--- src/rtl/mem_bist_pkg.sv ---
// rtl/mem_bist_pkg.sv - shared state type, default seed and depth helper for the memory BIST master
package mem_bist_pkg;

   typedef enum logic [2:0] {
      IDLE,
      W0,
      R0,
      C0W1,
      R1,
      C1,
      FIN
   } bist_state_e;

   localparam logic [7:0] SEED_DEFAULT = 8'hA5;

   function automatic int unsigned depth_of(input int unsigned addr_w);
      return 32'd1 << addr_w;
   endfunction

endpackage

--- src/rtl/mem_bist_addr_gen.sv ---
// rtl/mem_bist_addr_gen.sv - up/down address counter with load and end-of-sweep flag
module mem_bist_addr_gen
   import mem_bist_pkg::*;
#(
   parameter int ADDR_W = 8
) (
   input  logic              clk,
   input  logic              rst_n,
   input  logic              load,
   input  logic [ADDR_W-1:0] load_val,
   input  logic              step,
   input  logic              up,
   output logic [ADDR_W-1:0] addr,
   output logic              last
);

   localparam logic [ADDR_W-1:0] ADDR_MAX = ADDR_W'(depth_of(ADDR_W) - 1);

   // The controller reloads at every phase boundary, so stepping never wraps.
   always_ff @(posedge clk or negedge rst_n) begin
      if (!rst_n) begin
         addr <= '0;
      end else if (load) begin
         addr <= load_val;
      end else if (step) begin
         addr <= up ? addr + ADDR_W'(1) : addr - ADDR_W'(1);
      end
   end

   assign last = up ? (addr == ADDR_MAX) : (addr == '0);

endmodule

--- src/rtl/mem_bist_master.sv ---
// rtl/mem_bist_master.sv - March-style memory BIST master; MEM_BIST_ERRCNT_EN adds err_cnt and full-run mode
module mem_bist_master
   import mem_bist_pkg::*;
#(
   parameter int               ADDR_W = 8,
   parameter int               DATA_W = 8,
   parameter logic [DATA_W-1:0] SEED  = DATA_W'(SEED_DEFAULT)
) (
   input  logic              clk,
   input  logic              rst_n,
   input  logic              start,
   output logic              busy,
   output logic              done,
   output logic              pass,
   output logic [ADDR_W-1:0] err_addr,
`ifdef MEM_BIST_ERRCNT_EN
   output logic [7:0]        err_cnt,
`endif
   output logic              mem_write,
   output logic              mem_read,
   output logic [ADDR_W-1:0] mem_addr,
   output logic [DATA_W-1:0] mem_din,
   input  logic [DATA_W-1:0] mem_dout
);

   localparam int EXT_W = (ADDR_W > DATA_W) ? ADDR_W : DATA_W;
   localparam logic [ADDR_W-1:0] ADDR_MAX = ADDR_W'(depth_of(ADDR_W) - 1);

   bist_state_e       state, state_nxt;
   logic              ag_load, ag_step, ag_up, ag_last;
   logic [ADDR_W-1:0] ag_load_val, addr;
   logic [EXT_W-1:0]  addr_ext;
   logic [DATA_W-1:0] pat, expect_data;
   logic              checking, miscompare, stop_on_err, start_ok;

   mem_bist_addr_gen #(.ADDR_W(ADDR_W)) u_addr_gen (
      .clk      (clk),
      .rst_n    (rst_n),
      .load     (ag_load),
      .load_val (ag_load_val),
      .step     (ag_step),
      .up       (ag_up),
      .addr     (addr),
      .last     (ag_last)
   );

   assign addr_ext    = EXT_W'(addr);
   assign pat         = addr_ext[DATA_W-1:0] ^ SEED;
   assign checking    = (state == C0W1) || (state == C1);
   assign expect_data = (state == C0W1) ? pat : ~pat;
   assign miscompare  = checking && (mem_dout != expect_data);
   assign start_ok    = (state == IDLE) && start;
   assign ag_up       = (state == W0) || (state == R0) || (state == C0W1);

`ifdef MEM_BIST_ERRCNT_EN
   assign stop_on_err = 1'b0;
`else
   assign stop_on_err = miscompare;
`endif

   always_ff @(posedge clk or negedge rst_n) begin
      if (!rst_n) begin
         state <= IDLE;
      end else begin
         state <= state_nxt;
      end
   end

   always_comb begin
      state_nxt   = state;
      ag_load     = 1'b0;
      ag_load_val = '0;
      ag_step     = 1'b0;
      case (state)
         IDLE: begin
            if (start) begin
               state_nxt = W0;
               ag_load   = 1'b1;
            end
         end
         W0: begin
            if (ag_last) begin
               state_nxt = R0;
               ag_load   = 1'b1;
            end else begin
               ag_step = 1'b1;
            end
         end
         R0: state_nxt = C0W1;
         C0W1: begin
            if (stop_on_err) begin
               state_nxt = FIN;
            end else if (ag_last) begin
               state_nxt   = R1;
               ag_load     = 1'b1;
               ag_load_val = ADDR_MAX;
            end else begin
               state_nxt = R0;
               ag_step   = 1'b1;
            end
         end
         R1: state_nxt = C1;
         C1: begin
            if (stop_on_err || ag_last) begin
               state_nxt = FIN;
            end else begin
               state_nxt = R1;
               ag_step   = 1'b1;
            end
         end
         FIN:     state_nxt = IDLE;
         default: state_nxt = IDLE;
      endcase
   end

   // Strobes and data are decoded from state so reset silences the bus immediately.
   always_comb begin
      busy      = 1'b0;
      done      = 1'b0;
      mem_write = 1'b0;
      mem_read  = 1'b0;
      mem_din   = '0;
      case (state)
         W0: begin
            busy      = 1'b1;
            mem_write = 1'b1;
            mem_din   = pat;
         end
         R0, R1: begin
            busy     = 1'b1;
            mem_read = 1'b1;
         end
         C0W1: begin
            busy      = 1'b1;
            mem_write = 1'b1;
            mem_din   = ~pat;
         end
         C1:      busy = 1'b1;
         FIN:     done = 1'b1;
         default: ;
      endcase
      mem_addr = busy ? addr : '0;
   end

   // pass doubles as the "no error seen yet" flag, so only the first miscompare latches.
   always_ff @(posedge clk or negedge rst_n) begin
      if (!rst_n) begin
         pass     <= 1'b0;
         err_addr <= '0;
      end else if (start_ok) begin
         pass     <= 1'b1;
         err_addr <= '0;
      end else if (miscompare && pass) begin
         pass     <= 1'b0;
         err_addr <= addr;
      end
   end

`ifdef MEM_BIST_ERRCNT_EN
   always_ff @(posedge clk or negedge rst_n) begin
      if (!rst_n) begin
         err_cnt <= 8'd0;
      end else if (start_ok) begin
         err_cnt <= 8'd0;
      end else if (miscompare && (err_cnt != 8'hFF)) begin
         err_cnt <= err_cnt + 8'd1;
      end
   end
`endif

endmodule

--- config.mk ---
export PLATFORM = sky130hd
export DESIGN_NAME = mem_bist_master
export DESIGN_NICKNAME = d
export VERILOG_FILES = /design/src/rtl/mem_bist_pkg.sv /design/src/rtl/mem_bist_addr_gen.sv /design/src/rtl/mem_bist_master.sv
export SDC_FILE = /design/constraint.sdc
export NUM_CORES = 1
export LEC_CHECK = 0
export CAP_MARGIN = 5
export CORE_ASPECT_RATIO = 0.8
export CORE_MARGIN = 2
export CORE_UTILIZATION = 45
export DETAILED_ROUTE_END_ITERATION = 10
export HOLD_SLACK_MARGIN = 0.15
export PLACE_DENSITY = 0.76
export SLEW_MARGIN = 10
export SYNTH_ARGS = -nofsm -noshare
export SYNTH_HDL_FRONTEND = slang
export SYNTH_SLANG_ARGS = --single-unit
--- constraint.sdc ---
create_clock -name clk -period 2.24 [get_ports clk]
set_clock_uncertainty 0.2 [all_clocks]
set_input_delay 0.448 -clock clk [delete_from_list [all_inputs] [get_ports clk]]
set_output_delay 0.448 -clock clk [all_outputs]
set_load 0.1 [all_outputs]
## After elaboration in Yosys (flattened, before gate mapping)

Index checks and enable logic that the tools add are counted.

| storage, ports and cells | value |
|---|---|
| bits in registers | 20 |
| input bits | 11 |
| output and inout port bits | 29 |
| logic and storage cells | 65 |

| cells by class | value |
|---|---|
| add/subtract/negate cells | 2 |
| eq/ne operators | 10 |
| multiplexer cells | 32 |
| bitwise operators | 2 |
| reduce and logical (&&, ||, !) cells | 15 |

Operators with widths:

| cell | count |
|---|---|
| 8-bit two-way mux | 10 |
| 3-bit one-hot mux with 6 select lines | 1 |
| 8-bit one-hot mux with 2 select lines | 1 |
| 1-bit two-way mux | 13 |
| 3-bit two-way mux | 4 |
| 3-bit == test, second input constant | 3 |
| 8-bit by 1-bit adder with 8-bit output, second input constant | 1 |
| 8-bit == test, second input constant | 1 |
| 8-bit logical NOT | 1 |
| 8-bit != test | 1 |
| 8-bit NOT | 1 |
| 8-bit by 1-bit subtractor with 8-bit output, second input constant | 1 |
| 3-bit by 2-bit == test with 1-bit output, second input constant | 2 |
| 1-bit one-hot mux with 3 select lines | 2 |
| 5-bit OR reduction | 1 |
| 1-bit logical OR | 4 |
| 2-bit != test, second input constant | 2 |
| 4-bit NOT | 1 |
| 2-bit nonzero test | 2 |
| 2-bit OR reduction | 2 |
| 3-bit by 1-bit == test with 1-bit output, second input constant | 1 |
| 1-bit logical AND | 3 |
| 3-bit logical NOT | 1 |
| 2-bit two-way mux | 1 |
| 2-bit AND reduction | 1 |

## Longest topological paths before layout

Gate-level depths: netlist of run 1.

| depth | value |
|---|---|
| depth after elaboration | 10 |
| depth in mapped cells | 10 |
| gate-level depth less buffers | 9 |

## By module

Synthesis of run 1 repeated with hierarchy kept, for this count alone.

| second synthesis, totals | value |
|---|---|
| cells, all modules | 197 |
| area, all modules | 1674.1 um2 |

Modules (own cells, without submodules):

| module | times used | cells an instance | area each (um2) | seq. area each (um2) |
|---|---|---|---|---|
| mem_bist_master | 1 | 114 | 963.4 | 300.3 |
| mem_bist_addr_gen | 1 | 83 | 710.7 | 200.2 |

## Worst setup path before layout of run 1

No wires, ideal clock.

| timing | value |
|---|---|
| kind | register to output |
| from | reg state[2] |
| to | out mem_addr[0] |
| data arrival time | 3146 ps |
| required time | 1592 ps |
| path slack | -1554 ps |
| stages on the path, launching flop included | 4 |
| path buffers | 1 |
| cells stage by stage | dfrtp_1 clkbuf_1 a21oi_1 and2_1 |

| on the way | value |
|---|---|
| longest elaborated chain between the ends | 4 |
| elaborated cells between the ends (all ways) | 8 |
| those cells by class | eq/ne: 5; mux: 2; reduce/logical: 1 |

RTL lines:

| item | RTL line | source |
|---|---|---|
| from (decl) | mem_bist_master.sv:29 | `bist_state_e state, state_nxt;` |
| from (signal assigned) | mem_bist_master.sv:65 | `state <= state_nxt;` |
| 3-bit == test, or another cell as far along | mem_bist_master.sv:123 | `case (state)` |
| 5-bit OR reduction (no line) (*) | - |  |
| 1-bit two-way mux (*) | mem_bist_master.sv:123 |  |
| net busy | mem_bist_master.sv:12 | `output logic busy,` |
| 8-bit two-way mux (*) | mem_bist_master.sv:142 | `mem_addr = busy ? addr : '0;` |
| to (decl) | mem_bist_master.sv:21 | `output logic [ADDR_W-1:0] mem_addr,` |

Mark *: on every way through the listed nets, which the timed path passes. The rest lies on a longest branch.

## Worst setup path in the final report of run 1

| timing | value |
|---|---|
| from | reg state[2] |
| to | reg u_addr_gen.addr[1] |

| on the way | value |
|---|---|
| longest elaborated chain between the ends | 8 |
| elaborated cells between the ends (all ways) | 27 |
| those cells by class | eq/ne: 5; mux: 15; reduce/logical: 7 |

RTL lines:

| item | RTL line | source |
|---|---|---|
| 3-bit by 2-bit == test with 1-bit output, or another cell as far along | - |  |
| 8-bit two-way mux / 1-bit logical OR (equally long branches) | mem_bist_master.sv:50, mem_bist_master.sv:53 |  |
| 8-bit != test / 1-bit logical OR (equally long branches) | mem_bist_master.sv:51, mem_bist_master.sv:53 |  |
| 1-bit logical AND / 1-bit two-way mux (equally long branches) | mem_bist_master.sv:51, mem_bist_addr_gen.sv:30 |  |
| 1-bit logical OR, or another cell as far along | mem_bist_master.sv:104 | `if (stop_on_err \|\| ag_last) begin` |
| 1-bit two-way mux, or another cell as far along | mem_bist_master.sv:104 |  |
| 1-bit one-hot mux with 3 select lines / 8-bit two-way mux (equally long branches) | mem_bist_master.sv:74 | `case (state)` |
| 2-bit nonzero test (no line) / 8-bit two-way mux (equally long branches) | - |  |
| to (signal assigned) | mem_bist_addr_gen.sv:24 | `addr <= load_val;` |
| to (signal assigned) | mem_bist_addr_gen.sv:26 | `addr <= up ? addr + ADDR_W'(1) : addr - ADDR_W'(1);` |
| to (decl) | mem_bist_addr_gen.sv:13 | `output logic [ADDR_W-1:0] addr,` |

Parallel ways exist; a longest one is shown, timed or not. The select of a mux whose other input is x is not followed.
A chain may end at the register's enable or synchronous reset.

==> reports/summary.json, run 1 <==
{
  "timing": {
    "crit_share_post_route_pct": 111,
    "final-hold-violation-count": 0,
    "rsz_0062_raised_after_global_routing": "true",
    "worst_case_setup_margin_in_the_final_layout_ns": -0.249,
    "finalWorstPathRequiredPeriod_ns": 2.49,
    "setup_viol": 17,
    "maxSlewViolCount": 0,
    "timing_worst_slew_pin_value_ns": 0.389,
    "fmaxAchievable_ghz": 0.402,
    "totalNegativeSetupSlack_ns": -1.90,
    "timing.slew.headroom_pct": 73.8
  },
  "global_routing": {
    "global_route_wire_length_before_repair_mm": 7.13,
    "globalRouteTotalUtil_pct": 21.4,
    "pin_count_of_the_biggest_net_entering_global_routing": 21,
    "number_of_antenna_violations_at_the_first_check_in_global_routing": 0,
    "globalRoute.totalOverflow": 0,
    "vias_in_the_first_global_route": 1549
  },
  "clocking": {
    "cts_root_buf": "sky130_fd_sc_hd__clkbuf_8",
    "clock_latency_ns": 0.26,
    "cts.sinks": 20,
    "cts_inserted_buffers": 3,
    "cts.clk_slew.worst_paths_ns": 0.07,
    "h-tree-depth": 1,
    "cts_tree": "done",
    "worst_case_clock_buffer_depth": 2
  },
  "critical_path": {
    "cp.arrival_ns": 2.48,
    "startpoint": "state[2]",
    "timing.critical_path.to": "u_addr_gen.addr[1]",
    "setup.worst_path.start_class": "flip-flop",
    "worstPathMaxFanout": 8,
    "r2r-end": "u_addr_gen.addr[1]",
    "crit_type": "flip-flop to flip-flop",
    "rr_worst_depth": 11,
    "crit_required_ns": 2.23,
    "ff2ff_setup_slack_ns": -0.25,
    "critPathCaptureType": "flip-flop",
    "r2r-start": "state[2]"
  },
  "synth": {
    "async_set_or_reset_register_ratio_after_synthesis_pct": 100,
    "synth.net_count": 210,
    "netlist_area_mm2": 0.00172,
    "number_of_enable_type_register_cells_in_the_synthesized_netlist": 0,
    "syn_inst": 192,
    "yosys_most_used_dff": "sky130_fd_sc_hd__dfrtp_1",
    "ys_seq_elements": 20,
    "yosysWarnings": 0,
    "netlist-cell-type-count": 46,
    "syn_avg_cell_area_um2": 8.95,
    "yosysSeqAreaShare_pct": 29.1
  },
  "routing": {
    "wl_mm": 4.81,
    "drtAntennaViolNets": 0,
    "detailroute.via_count": 1632,
    "wl_per_cell_um": 15.5,
    "first_iter_violations": 88,
    "drt-vias-per-instance": 5.26,
    "drt_first_pass_iters": 4,
    "detail_route.drc_violations": 0
  },
  "job": {
    "cap_viol_max_count": 0
  },
  "layout": {
    "n_antenna_cell": 0,
    "final_layout_size_suffix_gt1_share_pct": 47.7,
    "final_net_count": 285,
    "syn2layout_area_growth_pct": 67.2
  },
  "die": {
    "initial_utilization_pct": 46.1,
    "die_width_um": 73.1,
    "floorplan.io_pins": 40,
    "placementRows": 20,
    "core_area_mm2": 0.00373,
    "die_area_mm2": 0.00433,
    "chip_height_um": 59.3
  },
  "place": {
    "numPortBuffers": 39,
    "dp_hpwl_mm": 3.26,
    "gp_congestion": 0.845
  },
  "run_status": {
    "violations": "negative setup slack",
    "status": "complete, but fails checks"
  },
  "hold_path": {
    "worstHoldPathType": "primary input to async pin"
  }
}
[flip-flops by register name, indices dropped and copies added (netlist names)]
register	cells
u_addr_gen.addr	8
err_addr	8
state	3
pass	1
[Yosys cell counts (2+ instances only)]
cell | n | area share [%]
sky130_fd_sc_hd__a21oi_1 | 8 | 2.3
sky130_fd_sc_hd__and2_1 | 8 | 2.9
sky130_fd_sc_hd__buf_4 | 3 | 1.3
sky130_fd_sc_hd__buf_6 | 9 | 5.9
sky130_fd_sc_hd__clkbuf_1 | 2 | 0.44
sky130_fd_sc_hd__dfrtp_1 | 20 | 29
sky130_fd_sc_hd__ha_1 | 6 | 4.4
sky130_fd_sc_hd__inv_1 | 14 | 3.1
sky130_fd_sc_hd__mux2i_1 | 13 | 7.6
sky130_fd_sc_hd__nand2_1 | 17 | 3.7
sky130_fd_sc_hd__nand2b_1 | 4 | 1.5
sky130_fd_sc_hd__nand3_1 | 2 | 0.58
sky130_fd_sc_hd__nand4_1 | 3 | 1.1
sky130_fd_sc_hd__nor2_1 | 22 | 4.8
sky130_fd_sc_hd__nor3_1 | 5 | 1.5
sky130_fd_sc_hd__nor4_1 | 4 | 1.5
sky130_fd_sc_hd__o21ai_0 | 5 | 1.5
sky130_fd_sc_hd__xnor2_1 | 11 | 5.6
sky130_fd_sc_hd__xnor2_2 | 2 | 1.9
sky130_fd_sc_hd__xor2_1 | 5 | 2.5
sky130_fd_sc_hd__xor2_2 | 4 | 3.8
[layout make-up]
type / count / area, um^2
multi-input cells: 145 / 1270
repair buffers: 83 / 923
fillers: 224 / 857
flip-flops and latches: 20 / 500
well taps: 44 / 55.1
inverters: 14 / 52.6
clock buffers: 3 / 41.3
clock inverters: 1 / 30.0
[metal layers]
metal | wire length, um | global-route usage, % | share of wire, % | up-vias
met3 | 281 | 3.74 | 5.8 | 8
li1 | - | - | - | 790
met2 | 2330 | 35.3 | 48 | 59
met5 | 0 | 0 | 0 | -
met1 | 2120 | 28.8 | 44 | 775
met4 | 80 | 6.61 | 1.7 | 0
[worst min path at each step]
stage                                    end  slack (ns)  depth (start not counted)
after CTS                 u_addr_gen.addr[3]        0.32                          2
after floorplan                  err_addr[0]       -0.05                          0
after global placement           err_addr[6]        0.32                          2
after detailed placement         err_addr[6]        0.33                          2
after global routing             err_addr[7]        0.34                          2
final                            err_addr[6]        0.32                          2
[worst max-delay path, stage by stage (launching register included)]
cell,delay (ns)
sky130_fd_sc_hd__dfrtp_1,0.38
sky130_fd_sc_hd__o21bai_4,0.20
sky130_fd_sc_hd__buf_4,0.15
sky130_fd_sc_hd__buf_6,0.10
sky130_fd_sc_hd__buf_6,0.11
sky130_fd_sc_hd__buf_4,0.13
sky130_fd_sc_hd__and3_4,0.16
sky130_fd_sc_hd__nor4_4,0.29
sky130_fd_sc_hd__a32oi_2,0.19
sky130_fd_sc_hd__buf_6,0.18
sky130_fd_sc_hd__or2_0,0.20
sky130_fd_sc_hd__a21oi_1,0.13
[stage by stage]
step | cell area [um^2] | utilization, % | instances | hold slack [ns] | setup WS (ns)
5_1_grt | 2870 | 77.0 | 310 | 0.342 | -0.369
3_5_place_dp | 2590 | 69.5 | 297 | 0.330 | -0.366
6_report | 2870 | 77.0 | 310 | 0.318 | -0.249
4_1_cts | 2810 | 75.4 | 308 | 0.316 | -0.138
2_1_floorplan | 1840 | - | 192 | -0.0476 | -0.137
3_3_place_gp | 2590 | 69.5 | 297 | 0.320 | -0.303
[cell usage in the layout, fill, tap and decap left out, types with 6 or more instances in the layout]
master / count
sky130_fd_sc_hd__and2_4: 9
sky130_fd_sc_hd__buf_4: 47
sky130_fd_sc_hd__mux2i_1: 13
sky130_fd_sc_hd__buf_12: 21
sky130_fd_sc_hd__nor2_1: 13
sky130_fd_sc_hd__nor2_4: 9
sky130_fd_sc_hd__inv_1: 13
sky130_fd_sc_hd__nand2_1: 17
sky130_fd_sc_hd__dfrtp_1: 20
sky130_fd_sc_hd__a21oi_1: 6
sky130_fd_sc_hd__xnor2_1: 10
[repair_timing]
action | 4_1_cts | 5_1_grt
gates cloned | 0 | 1
setup endpoints to repair | 24 | 34
endpoints found under the hold margin | 0 | 0
resized for setup | 22 | 9
setup buffers | 7 | 3
pin swaps | 7 | 6
hold buffers | 0 | 0
[cell families (layout without fill, tap and decap cells)]
group | count (synthesis) | after routing | share of synthesized area [%]
AO/OA/AOI/OAI | 26 | 27 | 10.3
XOR/XNOR | 22 | 22 | 13.8
adder cells (fa/ha/maj) | 7 | 7 | 5.54
buffers and inverters | 28 | 101 | 10.7
flip-flops | 20 | 20 | 29.1
multiplexers | 13 | 13 | 7.57
AND/OR/NAND/NOR | 76 | 76 | 22.9
Power of run 1 is left out: the tool's default activity adds up to more than one toggle a clock period on the data nets, which glitch-free logic cannot reach.
==> run 2, diff against run 1 <==
--- a/config.mk
+++ b/config.mk
@@ -5,6 +5,7 @@
 export SDC_FILE = /design/constraint.sdc
 export NUM_CORES = 1
 export LEC_CHECK = 0
+export ABC_AREA = 1
 export CAP_MARGIN = 5
 export CORE_ASPECT_RATIO = 0.8
 export CORE_MARGIN = 2
==> run 2 against run 1 <==
Effect of this change: the run still ends with negative setup slack left; final area rose by 6.2%; global-route usage rose by 11 points; fmax rose by 7.0%; hold slack improved by 0.014 ns; core utilization rose by 9.7 points; area after synthesis fell by 0.95%; via count rose by 39%; largest cell class unchanged; non-clock buffer count rose by 1.
==> reports/summary.json, run 2 <==
{
  "synth": {
    "syn_avg_cell_area_um2": 6.75,
    "yosysSeqAreaShare_pct": 29.4,
    "yosysWarnings": 0,
    "netlist_area_mm2": 0.00170,
    "synth.net_count": 270,
    "synth_commonest_cells": "sky130_fd_sc_hd__nand2_1 (81), sky130_fd_sc_hd__inv_1 (26), sky130_fd_sc_hd__dfrtp_1 (20)",
    "top_count_cell_post_synth": "sky130_fd_sc_hd__nand2_1",
    "netlist-cell-type-count": 26,
    "yosys_most_used_dff": "sky130_fd_sc_hd__dfrtp_1",
    "syn_inst": 252,
    "async_set_or_reset_register_ratio_after_synthesis_pct": 100,
    "synth.top_cells.by_area": "sky130_fd_sc_hd__dfrtp_1 (29%), sky130_fd_sc_hd__nand2_1 (18%), sky130_fd_sc_hd__nand4_1 (5.9%), sky130_fd_sc_hd__inv_1 (5.7%), sky130_fd_sc_hd__ha_1 (4.4%)",
    "number_of_enable_type_register_cells_in_the_synthesized_netlist": 0,
    "ys_seq_elements": 20,
    "yosysTopAreaCellShare_pct": 29.4,
    "yosys.area.top_type": "sky130_fd_sc_hd__dfrtp_1"
  },
  "clocking": {
    "cts_tree": "done",
    "cts_root_buf": "sky130_fd_sc_hd__clkbuf_8",
    "holdBufCountCts": 0,
    "cts.clk_slew.worst_paths_ns": 0.08,
    "h-tree-depth": 1,
    "worst_case_clock_buffer_depth": 2,
    "clock_latency_ns": 0.27,
    "cts_inserted_buffers": 3,
    "cts.sinks": 20
  },
  "critical_path": {
    "ff2ff_setup_slack_ns": -0.09,
    "r2r-start": "state[2]",
    "rr_worst_depth": 17,
    "worstPathMaxFanout": 6,
    "crit_type": "flip-flop to flip-flop",
    "r2r-end": "state[1]",
    "critPathCaptureType": "flip-flop",
    "setup.worst_path.start_class": "flip-flop",
    "crit_required_ns": 2.21,
    "cp.arrival_ns": 2.29,
    "startpoint": "state[2]"
  },
  "place": {
    "place_area_mm2": 0.00274,
    "detailedPlace.worstSlack_ns": -0.140,
    "dp_hpwl_mm": 4.27,
    "gp_congestion": 0.936,
    "numPortBuffers": 39
  },
  "routing": {
    "detail_route.drc_violations": 0,
    "wl_mm": 6.69,
    "detailroute.via_count": 2268,
    "drtAntennaViolNets": 0,
    "drt_first_pass_iters": 5,
    "drt-vias-per-instance": 5.97,
    "wl_per_cell_um": 17.6,
    "first_iter_violations": 263
  },
  "timing": {
    "final-hold-violation-count": 0,
    "finalWorstPathRequiredPeriod_ns": 2.33,
    "timing_worst_slew_pin_value_ns": 0.319,
    "rsz_0062_raised_after_global_routing": "true",
    "timing.slew.headroom_pct": 78.6,
    "fin_worst_hold_slack_ns": 0.332,
    "worst_case_setup_margin_in_the_final_layout_ns": -0.0857,
    "fmaxAchievable_ghz": 0.430,
    "maxSlewViolCount": 0,
    "crit_share_post_route_pct": 104,
    "setup_viol": 23
  },
  "die": {
    "floorplan.io_pins": 40,
    "core_area_mm2": 0.00352,
    "initial_utilization_pct": 48.4,
    "die_width_um": 72.8,
    "chip_height_um": 59,
    "placementRows": 19,
    "die_area_mm2": 0.00429
  },
  "layout": {
    "area_of_combinational_cells_with_multiple_inputs_mm2": 0.00138,
    "n_antenna_cell": 0,
    "final_layout_size_suffix_gt1_share_pct": 39.9,
    "final_net_count": 357,
    "syn2layout_area_growth_pct": 79.2,
    "fill_cells": 181,
    "finished_core_util_pct": 86.7,
    "ff_latch_area_um2": 503,
    "mostFrequentLayoutCell": "sky130_fd_sc_hd__nand2_1",
    "final_cell_mix": "sky130_fd_sc_hd__nand2_1 (71), sky130_fd_sc_hd__buf_4 (47), sky130_fd_sc_hd__inv_1 (25)",
    "post-route-cell-area_mm2": 0.00305,
    "layout_top_registers": "err_addr (8), u_addr_gen.addr (8), state (3)"
  },
  "global_routing": {
    "number_of_antenna_violations_at_the_first_check_in_global_routing": 0,
    "pin_count_of_the_biggest_net_entering_global_routing": 21,
    "globalRouteTotalUtil_pct": 32.2,
    "global_route_wire_length_before_repair_mm": 10.5,
    "globalRoute.totalOverflow": 0,
    "vias_in_the_first_global_route": 2129
  },
  "job": {
    "cap_viol_max_count": 0
  },
  "run_status": {
    "status": "complete, but fails checks",
    "violations": "negative setup slack"
  },
  "hold_path": {
    "worstHoldPathType": "primary input to async pin"
  }
}
run 2: final cells by class:
cell class	count	share of cell area, %
repair buffers	84	30.9
inverters	30	4.02
flip-flops and latches	20	16.5
well taps	42	1.72
clock buffers	4	1.81
multi-input cells	200	45.1
run 2: metal layers:
metal	wire, um	vias to the layer above	GRT usage [%]
li1	-	1018	-
met1	2630	1039	42.5
met2	3190	181	53.6
met3	680	30	6.46
met4	190	0	10.3
met5	0	-	0
run 2: cell families (layout without fill, tap and decap cells):
logic type | count (synthesis) | after routing | synth area share [%]
AO/OA/AOI/OAI | 37 | 37 | 12.5
XOR/XNOR | 7 | 7 | 3.60
adder cells (fa/ha/maj) | 7 | 7 | 5.59
buffers and inverters | 34 | 118 | 8.16
flip-flops | 20 | 20 | 29.4
AND/OR/NAND/NOR | 147 | 149 | 40.7
run 2: metrics by stage:
step	TNS, ns	instances
after floorplan	-2.88	252
after global placement	-0.0440	358
after detailed placement	-1.48	358
after CTS	-0.233	374
after global routing	-3.62	380
final	-0.727	380
run 2: how the worst max path moves through the flow:
stage,end,depth (start not counted)
5_1_grt,u_addr_gen.addr[1],15
3_5_place_dp,err_addr[4],10
3_3_place_gp,u_addr_gen.addr[5],12
2_1_floorplan,mem_din[1],5
4_1_cts,mem_addr[4],7
6_report,state[1],17
run 2: critical path, cell delays in order, from the launching register on:
cell and delay (ns):
sky130_fd_sc_hd__dfrtp_2 0.47, sky130_fd_sc_hd__inv_4 0.13, sky130_fd_sc_hd__nand3_4 0.15, sky130_fd_sc_hd__nand2_4 0.12
sky130_fd_sc_hd__nand2_2 0.06, sky130_fd_sc_hd__nand2_2 0.08, sky130_fd_sc_hd__nand2_1 0.05, sky130_fd_sc_hd__inv_1 0.06
sky130_fd_sc_hd__nand2_1 0.06, sky130_fd_sc_hd__nor2_2 0.16, sky130_fd_sc_hd__nand2_2 0.10, sky130_fd_sc_hd__nand2_4 0.10
sky130_fd_sc_hd__buf_6 0.11, sky130_fd_sc_hd__nand2_1 0.07, sky130_fd_sc_hd__nand2_1 0.08, sky130_fd_sc_hd__nand3b_1 0.10
sky130_fd_sc_hd__nand2_1 0.09, sky130_fd_sc_hd__inv_1 0.04
run 2: repair_timing:
item,CTS,global route
setup buffers,10,6
setup endpoints to repair,34,37
gates resized for setup,11,21
pin swaps,9,19
gates cloned,2,0
Power of run 2 is left out for the same reason.
